`src/rtl/ps2_host_tx.sv`:
```
// Host-to-device PS/2 transmitter.
// Inhibits the bus, issues a request-to-send, then shifts one command byte
// (start, 8 data bits LSB first, odd parity, stop) out on the falling edges
// generated by the device, and finally waits for the device ACK.
// The bus is driven only through active-high pull-low enables.
module ps2_host_tx #(
  parameter int INHIBIT_CYCLES = 5000,
  parameter int TIMEOUT_CYCLES = 750000
) (
  input  logic       clk,
  input  logic       rst,
  input  logic       enable,
  input  logic       start,
  input  logic [7:0] data,
  output logic       ready,
  input  logic       ps2_clk_in,
  input  logic       ps2_data_in,
  output logic       ps2_clk_oe,
  output logic       ps2_data_oe,
  output logic       done,
  output logic       ack_err,
  output logic       timeout
);

  localparam int MAX_CYCLES = (INHIBIT_CYCLES > TIMEOUT_CYCLES) ? INHIBIT_CYCLES : TIMEOUT_CYCLES;
  localparam int TW         = $clog2(MAX_CYCLES);

  localparam logic [TW-1:0] INHIBIT_LOAD = TW'(INHIBIT_CYCLES - 1);
  localparam logic [TW-1:0] TIMEOUT_LOAD = TW'(TIMEOUT_CYCLES - 1);
  localparam logic [TW-1:0] TIMER_ONE    = TW'(1);

  localparam logic [2:0] S_IDLE     = 3'd0;
  localparam logic [2:0] S_INHIBIT  = 3'd1;
  localparam logic [2:0] S_REQUEST  = 3'd2;
  localparam logic [2:0] S_SHIFT    = 3'd3;
  localparam logic [2:0] S_ACK_WAIT = 3'd4;
  localparam logic [2:0] S_RELEASE  = 3'd5;

  logic [2:0]    state_q,    state_d;
  logic [8:0]    shift_q,    shift_d;    // {stop, parity, data}, LSB goes out first
  logic [TW-1:0] timer_q,    timer_d;
  logic [3:0]    cnt_q,      cnt_d;      // falls seen since the request
  logic          clk_prev_q, clk_prev_d;
  logic          ack_q,      ack_d;
  logic          clk_oe_q,   clk_oe_d;
  logic          data_oe_q,  data_oe_d;
  logic          done_q,     done_d;
  logic          ack_err_q,  ack_err_d;
  logic          timeout_q,  timeout_d;

  logic fall;

  assign fall        = clk_prev_q & ~ps2_clk_in;
  assign ready       = (state_q == S_IDLE);
  assign ps2_clk_oe  = clk_oe_q;
  assign ps2_data_oe = data_oe_q;
  assign done        = done_q;
  assign ack_err     = ack_err_q;
  assign timeout     = timeout_q;

  // Next-state logic: everything advances only on enabled cycles, except the
  // completion pulse and its flags, which always clear after one clk cycle.
  always_comb begin
    // NOTE: every signal assigned here gets a default first, so no latch is inferred.
    state_d    = state_q;
    shift_d    = shift_q;
    timer_d    = timer_q;
    cnt_d      = cnt_q;
    clk_prev_d = clk_prev_q;
    ack_d      = ack_q;
    clk_oe_d   = clk_oe_q;
    data_oe_d  = data_oe_q;
    done_d     = 1'b0;
    ack_err_d  = 1'b0;
    timeout_d  = 1'b0;

    if (enable) begin
      clk_prev_d = ps2_clk_in;
      case (state_q)
        S_IDLE: begin
          if (start) begin
            shift_d   = {1'b1, ~^data, data};
            timer_d   = INHIBIT_LOAD;
            clk_oe_d  = 1'b1;
            data_oe_d = 1'b0;
            state_d   = S_INHIBIT;
          end
        end
        S_INHIBIT: begin
          if (timer_q == '0) begin
            // Release clock and pull data low: the start bit doubles as the request.
            timer_d   = TIMEOUT_LOAD;
            cnt_d     = '0;
            clk_oe_d  = 1'b0;
            data_oe_d = 1'b1;
            state_d   = S_REQUEST;
          end else begin
            timer_d = timer_q - TIMER_ONE;
          end
        end
        default: begin
          // Device-clocked phase: the timeout overrides any bus activity.
          if (timer_q == '0) begin
            clk_oe_d  = 1'b0;
            data_oe_d = 1'b0;
            done_d    = 1'b1;
            timeout_d = 1'b1;
            state_d   = S_IDLE;
          end else begin
            timer_d = timer_q - TIMER_ONE;
            case (state_q)
              S_REQUEST, S_SHIFT: begin
                if (fall) begin
                  data_oe_d = ~shift_q[0];
                  shift_d   = {1'b1, shift_q[8:1]};
                  cnt_d     = cnt_q + 4'd1;
                  state_d   = (cnt_q == 4'd9) ? S_ACK_WAIT : S_SHIFT;
                end
              end
              S_ACK_WAIT: begin
                if (fall) begin
                  ack_d   = ~ps2_data_in;
                  state_d = S_RELEASE;
                end
              end
              S_RELEASE: begin
                if (ps2_clk_in && ps2_data_in) begin
                  clk_oe_d  = 1'b0;
                  data_oe_d = 1'b0;
                  done_d    = 1'b1;
                  ack_err_d = ~ack_q;
                  state_d   = S_IDLE;
                end
              end
              default: ;
            endcase
          end
        end
      endcase
    end
  end

  // State registers; reset releases both bus lines immediately.
  always_ff @(posedge clk or posedge rst) begin
    if (rst) begin
      state_q    <= S_IDLE;
      shift_q    <= '0;
      timer_q    <= '0;
      cnt_q      <= '0;
      clk_prev_q <= 1'b1;
      ack_q      <= 1'b0;
      clk_oe_q   <= 1'b0;
      data_oe_q  <= 1'b0;
      done_q     <= 1'b0;
      ack_err_q  <= 1'b0;
      timeout_q  <= 1'b0;
    end else begin
      // NOTE: non-blocking assignments so every register samples pre-edge values.
      state_q    <= state_d;
      shift_q    <= shift_d;
      timer_q    <= timer_d;
      cnt_q      <= cnt_d;
      clk_prev_q <= clk_prev_d;
      ack_q      <= ack_d;
      clk_oe_q   <= clk_oe_d;
      data_oe_q  <= data_oe_d;
      done_q     <= done_d;
      ack_err_q  <= ack_err_d;
      timeout_q  <= timeout_d;
    end
  end

endmodule

```
`config.mk`:
```
export PLATFORM = sky130hd
export DESIGN_NAME = ps2_host_tx
export DESIGN_NICKNAME = d
export VERILOG_FILES = /design/src/rtl/ps2_host_tx.sv
export SDC_FILE = /design/constraint.sdc
export NUM_CORES = 1
export LEC_CHECK = 0
export BUFFER_PORTS_ARGS = -buffer_cell sky130_fd_sc_hd__buf_4
export CORE_ASPECT_RATIO = 1.1
export CORE_MARGIN = 4
export CORE_UTILIZATION = 64
export DETAILED_ROUTE_END_ITERATION = 8
export HOLD_SLACK_MARGIN = 0.1
export PLACE_DENSITY = 0.95
export REMOVE_ABC_BUFFERS = 1
export SETUP_SLACK_MARGIN = 0.2
export SYNTH_ARGS = -nofsm -noshare
export SYNTH_HDL_FRONTEND = slang
export SYNTH_SLANG_ARGS = --single-unit
```
`constraint.sdc`:
```
create_clock -name clk -period 4.7 [get_ports clk]
set_clock_uncertainty 0.05 [all_clocks]
set_input_delay 0.705 -clock clk [delete_from_list [all_inputs] [get_ports clk]]
set_output_delay 0.705 -clock clk [all_outputs]
set_load 0.005 [all_outputs]
```
==> flow_summary.toml, run 1 <==
[yosys]
synthesis.area_per_instance_sq_um = 9.558
synth-seq-cells = 43
yosys_warnings = 0
xor_xnor_cell_area_share_of_the_yosys_netlist_pct = 2.725
yosys.area.top_type_share_pct = 40.88
yosys.cell_count.top_type = "dfrtp_1"
ys.flop_type = "dfrtp_1"
simple_logic_cell_fraction_of_the_synthesized_area_pct = 22.43
post_synth_fa_ha_maj_area_fraction_pct = 1.946
yosys-top-cells-count = "dfrtp_1, o21ai_0, nor2_1"
synth_top_area_cell = "dfrtp_1"
synthMuxAreaShare_pct = 0.8759
synth_top_family_by_area = "compound AO/OA/AOI/OAI gates"
sequential_element_share_of_the_synthesized_area_pct = 41.90
synth-edff-count = 0
synthArstFlopShare_pct = 100.0
yosys-top-cells-area = "dfrtp_1, o21ai_0, a22oi_1"
synth_cells = 269
synth.cell_area_sq_um = 2571
synth_compound_gate_area_share_pct = 25.21
ys_types = 59

[grt]
grt_max_degree = 44
grt_overflow = 0
grt_pass1_wl_mm = 10.21
first_global_vias = 2283
grt_usage_pct = 26.54
antenna_found_initial = 0

[setup_path]
crit_path_end_kind = "register"
crit_path_start_kind = "register"
cp.required_ns = 4.81
critical_path_arrival_ns = 3.07
crit_path_category = "reg2reg"
path_max_fanout = 13

[clock_tree]
htree_num_levels = 2
cts_buffers = 5
clock_sink_count = 43
tritoncts_clock_tree = "built"
root_buffer_master = "clkbuf_8"
cts.path.max_buffers = 2
cts.repair_timing.setup_buffer_count = 0
cts_hold_repair.buffers = 0
cts_resized = 0
cts.reportedPaths.clkPinSlew_ns = 0.08
clock_latency_ns = 0.30

[die]
initial_core_util_pct = 68.20
fp-row-count = 23
fp.dieW_um = 68.44
placeableCoreArea_sq_um = 3770
floorplan.die.height_um = 74.48
fp.dieArea_sq_um = 5097
io_pins = 20

[sta]
slew_violations = 0
setup-violations-final = 0
final_hold_viol_count = 0
fin_crit_sh_pct = 63.09
unrepaired_setup_endpoints_after_global_routing = "false"
fin_setup_tns_ns = 0
highest_clock_frequency_the_design_can_meet_mhz = 337.3
period_needed_ns = 2.965
slew_headroom_pct = 34.32
timing_worst_slew_pin_value_ns = 0.9852

[finish]
nFillCells = 275
design.final.nets = 298
post_route_cells_drive_above_1_share_pct = 18.15
finalInstanceArea_sq_um = 2784
antennaDiodeCount = 0
area_growth_syn_to_layout_pct = 8.273

[status]
status = "finished, final reports clean"

[route]
post_drt_via_cell_ratio = 6.876
drc = 0
vias = 2276
final_antenna_net_count = 0
drtIter0Drc = 303
routedWlPerCell_um = 17.88
drt-pass1-iter-count = 5
wl_mm = 5.918

[placement]
io_buffer_count = 19
dpl_cell_area_sq_um = 2703
hpwl_mm = 4.098
place.gp.congestion = 0.8877

[hold_path]
worstHoldPathType = "reg2reg"

[pwr]
power_density_nw_per_um2 = 387.4
power.leakage_nw = 1.120
peakVddDrop_v = 0.0002997

[flow_run]
max_cap_viol_count = 0
critical path, stage by stage (launching register included):
cell,delay [ns]
dfrtp_1,0.43
or4_4,0.59
nor4_4,0.63
a21oi_1,0.48
o21ai_2,0.50
a22oi_1,0.14
sequential cells by signal, indices dropped and copies added (netlist names), 3 cells and up:
signal	flops
timer_q	20
cnt_q	4
state_q	3
shift_q	9
final timing paths:
| path | endpoint | slack [ns] | depth (start not counted) | startpoint |
|---|---|---|---|---|
| setup / recovery | shift_q[8] | 1.73 | 5 | timer_q[8] |
| hold / removal | ack_err | 0.39 | 1 | ack_q |
| setup reg to reg | shift_q[8] | 1.73 | 5 | timer_q[8] |
| hold reg to reg | ack_err | 0.39 | 1 | ack_q |
| max in group asynchronous | clk_prev_q | 3.73 | 3 | rst |
| min in group asynchronous | timer_q[1] | 0.49 | 3 | rst |
report_power, final:
group          switching, mW  internal (mW)  total [mW]
Combinational          0.206          0.147       0.354
Clock                  0.123          0.104       0.228
Sequential            0.0593          0.438       0.497
logic make-up (layout without fill, tap and decap cells):
group / count (synthesis) / count (layout)
simple gates: 95 / 95
compound gates: 90 / 90
flops: 43 / 43
buf+inv: 27 / 39
xor+xnor: 8 / 8
fa+ha+maj: 4 / 4
mux: 2 / 2
cell type report:
class                   count  area [sq um]  share of cell area (%)
clock buffers               7         76.32                   2.742
multi-input cells         199          1368                   49.12
flip-flops and latches     43          1077                   38.70
repair buffers             21         157.7                   5.663
well taps                  50         62.56                   2.247
inverters                  10         37.54                   1.348
clock inverters             1         5.005                  0.1798
metal layers:
metal,up-vias,share of wire [%],track usage (%)
met5,-,0,0
met4,0,3.7,15.89
met3,28,5.9,5.589
met2,96,51,42.52
met1,1116,40,32.55
li1,1036,-,-
through the flow:
step | setup WS, ns | cells | util, % | total power [mW] | hold slack [ns]
floorplan | 2.132 | 252 | - | 0.7396 | 0.3522
global placement | 1.891 | 323 | 71.69 | 0.8313 | 0.3665
detailed placement | 1.752 | 323 | 71.69 | 0.8497 | 0.3797
CTS | 1.742 | 331 | 73.85 | 1.080 | 0.3900
global route | 1.582 | 331 | 73.85 | 1.153 | 0.3991
finish | 1.735 | 331 | 73.85 | 1.079 | 0.3863
cell usage in the layout (no fill, tap or decap), types with 3 or more instances in the layout:
master,instances
ha_1,4
o21ai_0,19
or2_2,6
or3_1,6
or4_1,4
inv_1,10
a21oi_1,14
xnor2_1,6
nand4_1,4
o211ai_1,3
and2_1,4
a22o_1,3
nand3_1,7
nor4_1,4
o31ai_1,6
nor2_1,17
clkbuf_8,5
and3_1,4
o31a_1,6
nand2_1,11
buf_4,21
nor3_1,8
dfrtp_1,42
a22oi_1,11
o2bb2ai_1,8
(Power assumes the default switching activity.)
==> inputs of run 2 (changes only) <==
- ABC_AREA: not set -> 1
- CORE_UTILIZATION: 64 -> 60
- PLACE_DENSITY: 0.95 -> 0.92
- clock period: 4.7 -> 2.93 ns (I/O delays scaled with it)
==> flow_summary.toml, run 2 <==
[route]
vias = 2494
drt-pass1-iter-count = 4
drc = 0
routedWlPerCell_um = 12.92
wl_mm = 5.904
final_antenna_net_count = 0
drtIter0Drc = 176
post_drt_via_cell_ratio = 5.457

[yosys]
yosys_warnings = 0
post_synth_fa_ha_maj_area_fraction_pct = 1.853
synthesis.area_per_instance_sq_um = 7.090
synth-edff-count = 0
yosys-top-cells-count = "nand2_1, inv_1, nor2_1"
yosys.cell_count.top_type = "nand2_1"
synth_top_area_cell = "dfrtp_1"
ys_types = 33
ys.flop_type = "dfrtp_1"
sequential_element_share_of_the_synthesized_area_pct = 39.88
synth-seq-cells = 43
xor_xnor_cell_area_share_of_the_yosys_netlist_pct = 4.863
yosys-top-cells-area = "dfrtp_1, nand2_1, inv_1"
synthMuxAreaShare_pct = 0
synthArstFlopShare_pct = 100.0
synth_top_family_by_area = "simple AND/OR/NAND/NOR gates"
synth_compound_gate_area_share_pct = 12.00
yosys.area.top_type_share_pct = 38.91
synth.cell_area_sq_um = 2701
synth_cells = 381
simple_logic_cell_fraction_of_the_synthesized_area_pct = 32.61

[finish]
post_route_cells_drive_above_1_share_pct = 12.16
design.final.nets = 420
nFillCells = 347
layout_top_registers = "timer_q x20, shift_q x9, cnt_q x4"
largest_reg_flops = 20
finalInstanceArea_sq_um = 2962
antennaDiodeCount = 0
top_library_cells_by_usage_in_the_layout_fill_and_taps_aside = "nand2_1, inv_1, nor2_1"
area_growth_syn_to_layout_pct = 9.634
sequential_cell_area_sq_um = 1077
final_common_cell = "nand2_1"
largest_register = "timer_q"
footprint_of_the_multi_input_gates_sq_um = 1386

[setup_path]
crit_path_category = "reg2reg"
path_max_fanout = 25
cpMaxStageDelayCell = "nor2_2"
critical_path.max_stage_delay_ns = 0.71
cp.required_ns = 3.08
crit_path_start_kind = "register"
regToRegSetupSlack_ns = 0.48
cp.buffers_inverters = 1
crit_path_end_kind = "register"
critPathTopFamily = "simple AND/OR/NAND/NOR gates"
path_cells = "inv_1 -> ha_1 -> nand2_1 -> nor2_1 -> nand3_4 -> nor2_2 -> nor2_2 -> nand2_1 -> a21oi_1 -> nor2_1"
critical_path_arrival_ns = 2.60

[grt]
first_global_vias = 2490
grt_max_degree = 28
grt_most_used_layer = "met2"
grt_usage_pct = 23.17
grt_util_met3_pct = 3.585
grt_overflow = 0
grtUsageMet2_pct = 41.08
groute.layer.met1.usage_pct = 27.56
antenna_found_initial = 0
grt_pass1_wl_mm = 10.37

[clock_tree]
cts.repair_timing.setup_buffer_count = 0
clock_latency_ns = 0.31
cts.path.max_buffers = 2
htree_num_levels = 2
clock_sink_count = 43
tritoncts_clock_tree = "built"
cts_hold_repair.buffers = 0
root_buffer_master = "clkbuf_8"
cts_resized = 0
cts_buffers = 5
cts.reportedPaths.clkPinSlew_ns = 0.09

[sta]
timing_worst_slew_pin_value_ns = 0.9271
final_hold_viol_count = 0
slew_headroom_pct = 37.81
slew_violations = 0
fin_setup_tns_ns = 0
highest_clock_frequency_the_design_can_meet_mhz = 407.8
unrepaired_setup_endpoints_after_global_routing = "false"
period_needed_ns = 2.452
setup-violations-final = 0
fin_crit_sh_pct = 83.68

[placement]
place.gp.congestion = 0.9303
hpwl_mm = 4.510
dpl_cell_area_sq_um = 2877
io_buffer_count = 19

[die]
io_pins = 20
fp.dieW_um = 71.98
floorplan.die.height_um = 78.38
fp.dieArea_sq_um = 5641
placeableCoreArea_sq_um = 4317
fp-row-count = 25
initial_core_util_pct = 62.58

[status]
status = "finished, final reports clean"

[pwr]
power.leakage_nw = 1.431
peakVddDrop_v = 0.0004875
power_density_nw_per_um2 = 753.1

[hold_path]
worstHoldPathType = "in2async"

[flow_run]
max_cap_viol_count = 0
-- run 2: logic make-up (layout without fill, tap and decap cells) --
family	count (synthesis)	after routing
buf+inv	58	80
simple gates	201	201
compound gates	60	60
flops	43	43
fa+ha+maj	4	4
xor+xnor	15	15
-- run 2: area by class of cell --
class | count | share of cell area, %
Sequential cell | 43 | 36.38
Inverter | 52 | 6.591
Clock inverter | 2 | 0.4225
Clock buffer | 6 | 2.450
Multi-Input combinational cell | 280 | 46.81
Timing Repair Buffer | 20 | 5.070
Tap cell | 54 | 2.281
-- run 2: final timing paths --
kind | startpoint | endpoint | cells after the start
min in group clk | ps2_data_in | ack_q | 2
worst max register to register | timer_q[0] | timer_q[17] | 10
worst min-delay path | rst | shift_q[8] | 2
worst min register to register | ack_q | ack_err | 1
worst max-delay path | timer_q[0] | timer_q[17] | 10
max in group asynchronous | rst | timer_q[19] | 3
-- run 2: metal layers --
metal | share of wire (%) | up-vias
met3 | 4.5 | 16
met1 | 42 | 1167
met4 | 2.5 | 0
li1 | - | 1248
met2 | 51 | 63
met5 | 0 | -
-- run 2: report_power, final --
part	switching (mW)	internal, mW
Sequential	0.105	0.745
Combinational	0.671	0.337
Clock	0.206	0.167
-- run 2: through the flow --
| stage | utilization (%) | cells | hold WS (ns) | power [mW] | setup slack, ns |
|---|---|---|---|---|---|
| floorplan | - | 375 | 0.3524 | 1.586 | 0.9352 |
| global placement | 66.64 | 449 | 0.3662 | 1.810 | 0.6583 |
| CTS | 68.61 | 457 | 0.1988 | 2.227 | 0.5259 |
| detailed placement | 66.64 | 449 | 0.3661 | 1.853 | 0.5334 |
| global route | 68.61 | 457 | 0.2182 | 2.427 | 0.2469 |
| finish | 68.61 | 457 | 0.1716 | 2.230 | 0.4781 |
==> inputs of run 3 (changes only) <==
- CORE_UTILIZATION: 60 -> 54
- PLACE_DENSITY: 0.92 -> 0.88
- clock period: 2.93 -> 2.15 ns (I/O delays scaled with it)
==> flow_summary.toml, run 3 (same netlist as run 2, synthesis figures left out) <==
[setup_path]
cpMaxStageDelayCell = "dfrtp_1"
critical_path.max_stage_delay_ns = 0.42
worstSetupPathDepth = 12
path_cells = "inv_2 -> ha_2 -> nand2_1 -> nor2_4 -> nand3_4 -> buf_6 -> nand3_1 -> nand2_1 -> nor2_4 -> nand2_1 -> nand2_1 -> nand2_1"
crit_path_start_kind = "register"
crit_path_category = "reg2reg"
reg2regPathDepth = 12
cp.required_ns = 2.28
critical_path_arrival_ns = 2.02
crit_path_end_kind = "register"
cp.buffers_inverters = 2
cpMostUsedCell = "nand2_1"
path_max_fanout = 16
critPathTopFamily = "simple AND/OR/NAND/NOR gates"

[finish]
design.final.nets = 429
final_common_cell = "nand2_1"
area_growth_syn_to_layout_pct = 16.91
largest_reg_flops = 20
final_util_pct = 66.49
largest_register = "timer_q"
post_route_cells_drive_above_1_share_pct = 18.49
finalInstanceArea_sq_um = 3158
top_library_cells_by_usage_in_the_layout_fill_and_taps_aside = "nand2_1, inv_1, dfrtp_1"
antennaDiodeCount = 0
layout_top_registers = "timer_q x20, shift_q x9, cnt_q x4"

[pwr]
share_clk_of_total_power_pct = 18.1
netSwitchingFraction_pct = 43.10
power_mw = 3.423
power.leakage_nw = 1.490
power.sequential.fraction_pct = 33.7
internal-power_mw = 1.948
power_density_nw_per_um2 = 1084
switchingPower_mw = 1.476
peakVddDrop_v = 0.0006673
comb_power_share_pct = 48.2

[route]
routedWlPerCell_um = 14.27
final_antenna_net_count = 0
post_drt_via_cell_ratio = 5.664
drtIter0Drc = 282
drc = 0
vias = 2645
drt-pass1-iter-count = 5
wl_mm = 6.664

[placement]
hpwl_mm = 4.503
detailedPlace.worstSlack_ns = -0.05437
dpl_cell_area_sq_um = 2909
place.gp.congestion = 0.9782
io_buffer_count = 19

[hold_path]
worstHoldPathType = "in2async"

[grt]
grt_usage_pct = 21.98
grt_pass1_wl_mm = 10.56
grt_max_degree = 44
first_global_vias = 2382
grt_overflow = 0
antenna_found_initial = 0

[clock_tree]
root_buffer_master = "clkbuf_8"
htree_num_levels = 2
clock_sink_count = 43
clock_latency_ns = 0.30
cts.path.max_buffers = 2
cts.reportedPaths.clkPinSlew_ns = 0.08
cts_buffers = 5
tritoncts_clock_tree = "built"
cts_hold_repair.buffers = 0

[die]
floorplan.die.height_um = 82.18
initial_core_util_pct = 56.88
io_pins = 20
fp.dieArea_sq_um = 6199
placeableCoreArea_sq_um = 4750
fp-row-count = 26
fp.dieW_um = 75.44

[sta]
fin_crit_sh_pct = 87.53
highest_clock_frequency_the_design_can_meet_mhz = 531.4
setup-violations-final = 0
finalWorstSetupSlack_ns = 0.2681
final_hold_viol_count = 0
period_needed_ns = 1.882
slew_headroom_pct = 61.27
fin_setup_tns_ns = 0
unrepaired_setup_endpoints_after_global_routing = "false"
slew_violations = 0
timing_worst_slew_pin_value_ns = 0.5803

[status]
status = "finished, final reports clean"

[flow_run]
max_cap_viol_count = 0
## run 3: cell types whose count changed in the layout (fill, tap and decap cells not counted), sizes merged
cell / change
buf: +8
bufinv: +1
clkbuf: -1
clkinv: -1
nor2: +1
## run 3: timing repair
item / CTS / global route
buffers inserted: 1 / 3
pin swaps: 2 / 4
endpoints found under the setup margin: 34 / 35
gates cloned: 0 / 1
resized for setup: 6 / 25
## run 3: worst register-to-register path, cell delays in order (launching register included)
cell,delay (ns)
dfrtp_1,0.42
inv_2,0.09
ha_2,0.18
nand2_1,0.10
nor2_4,0.13
nand3_4,0.10
buf_6,0.17
nand3_1,0.10
nand2_1,0.11
nor2_4,0.13
nand2_1,0.09
nand2_1,0.07
nand2_1,0.06
## run 3: metrics by stage
stage / cells / hold slack, ns
final: 467 / 0.09973
after global routing: 467 / 0.1422
after CTS: 463 / 0.1239
after detailed placement: 455 / 0.3668
after global placement: 455 / 0.3675
after floorplan: 375 / 0.3466
## run 3: worst paths after layout
kind	startpoint	to	slack [ns]
worst max-delay path	timer_q[0]	state_q[1]	0.27
worst min-delay path	rst	shift_q[8]	0.1
worst max register to register	timer_q[0]	state_q[1]	0.27
worst min register to register	ack_q	ack_err	0.38
max in group asynchronous	rst	timer_q[0]	1.56
min in group clk	ps2_data_in	ack_q	0.17
## run 3: power by group through the flow
stage                     clock, mW  combinational [mW]  sequential, mW
after floorplan                   0                1.03            1.13
after global placement            0                1.37            1.15
after CTS                     0.628                1.49            1.14
final                         0.620                1.65            1.15
after global routing          0.655                1.84            1.18
after detailed placement          0                1.43            1.16
## run 3: area by class of cell
cell class	instances	area, sq um
fill	382	1592
inverter	52	195.2
sequential	43	1077
timing repair buffer	28	234.0
clock buffer	5	68.82
clock inverter	2	37.54
tap	56	70.07
multi-input combinational	281	1475
## run 3: per-layer routing
| layer | routed length, um | track usage [%] | vias to the layer above |
|---|---|---|---|
| met5 | 0 | 0 | - |
| met4 | 161 | 5.769 | 0 |
| met3 | 380 | 3.632 | 23 |
| met2 | 3402 | 38.69 | 118 |
| met1 | 2719 | 27.77 | 1236 |
| li1 | - | - | 1268 |
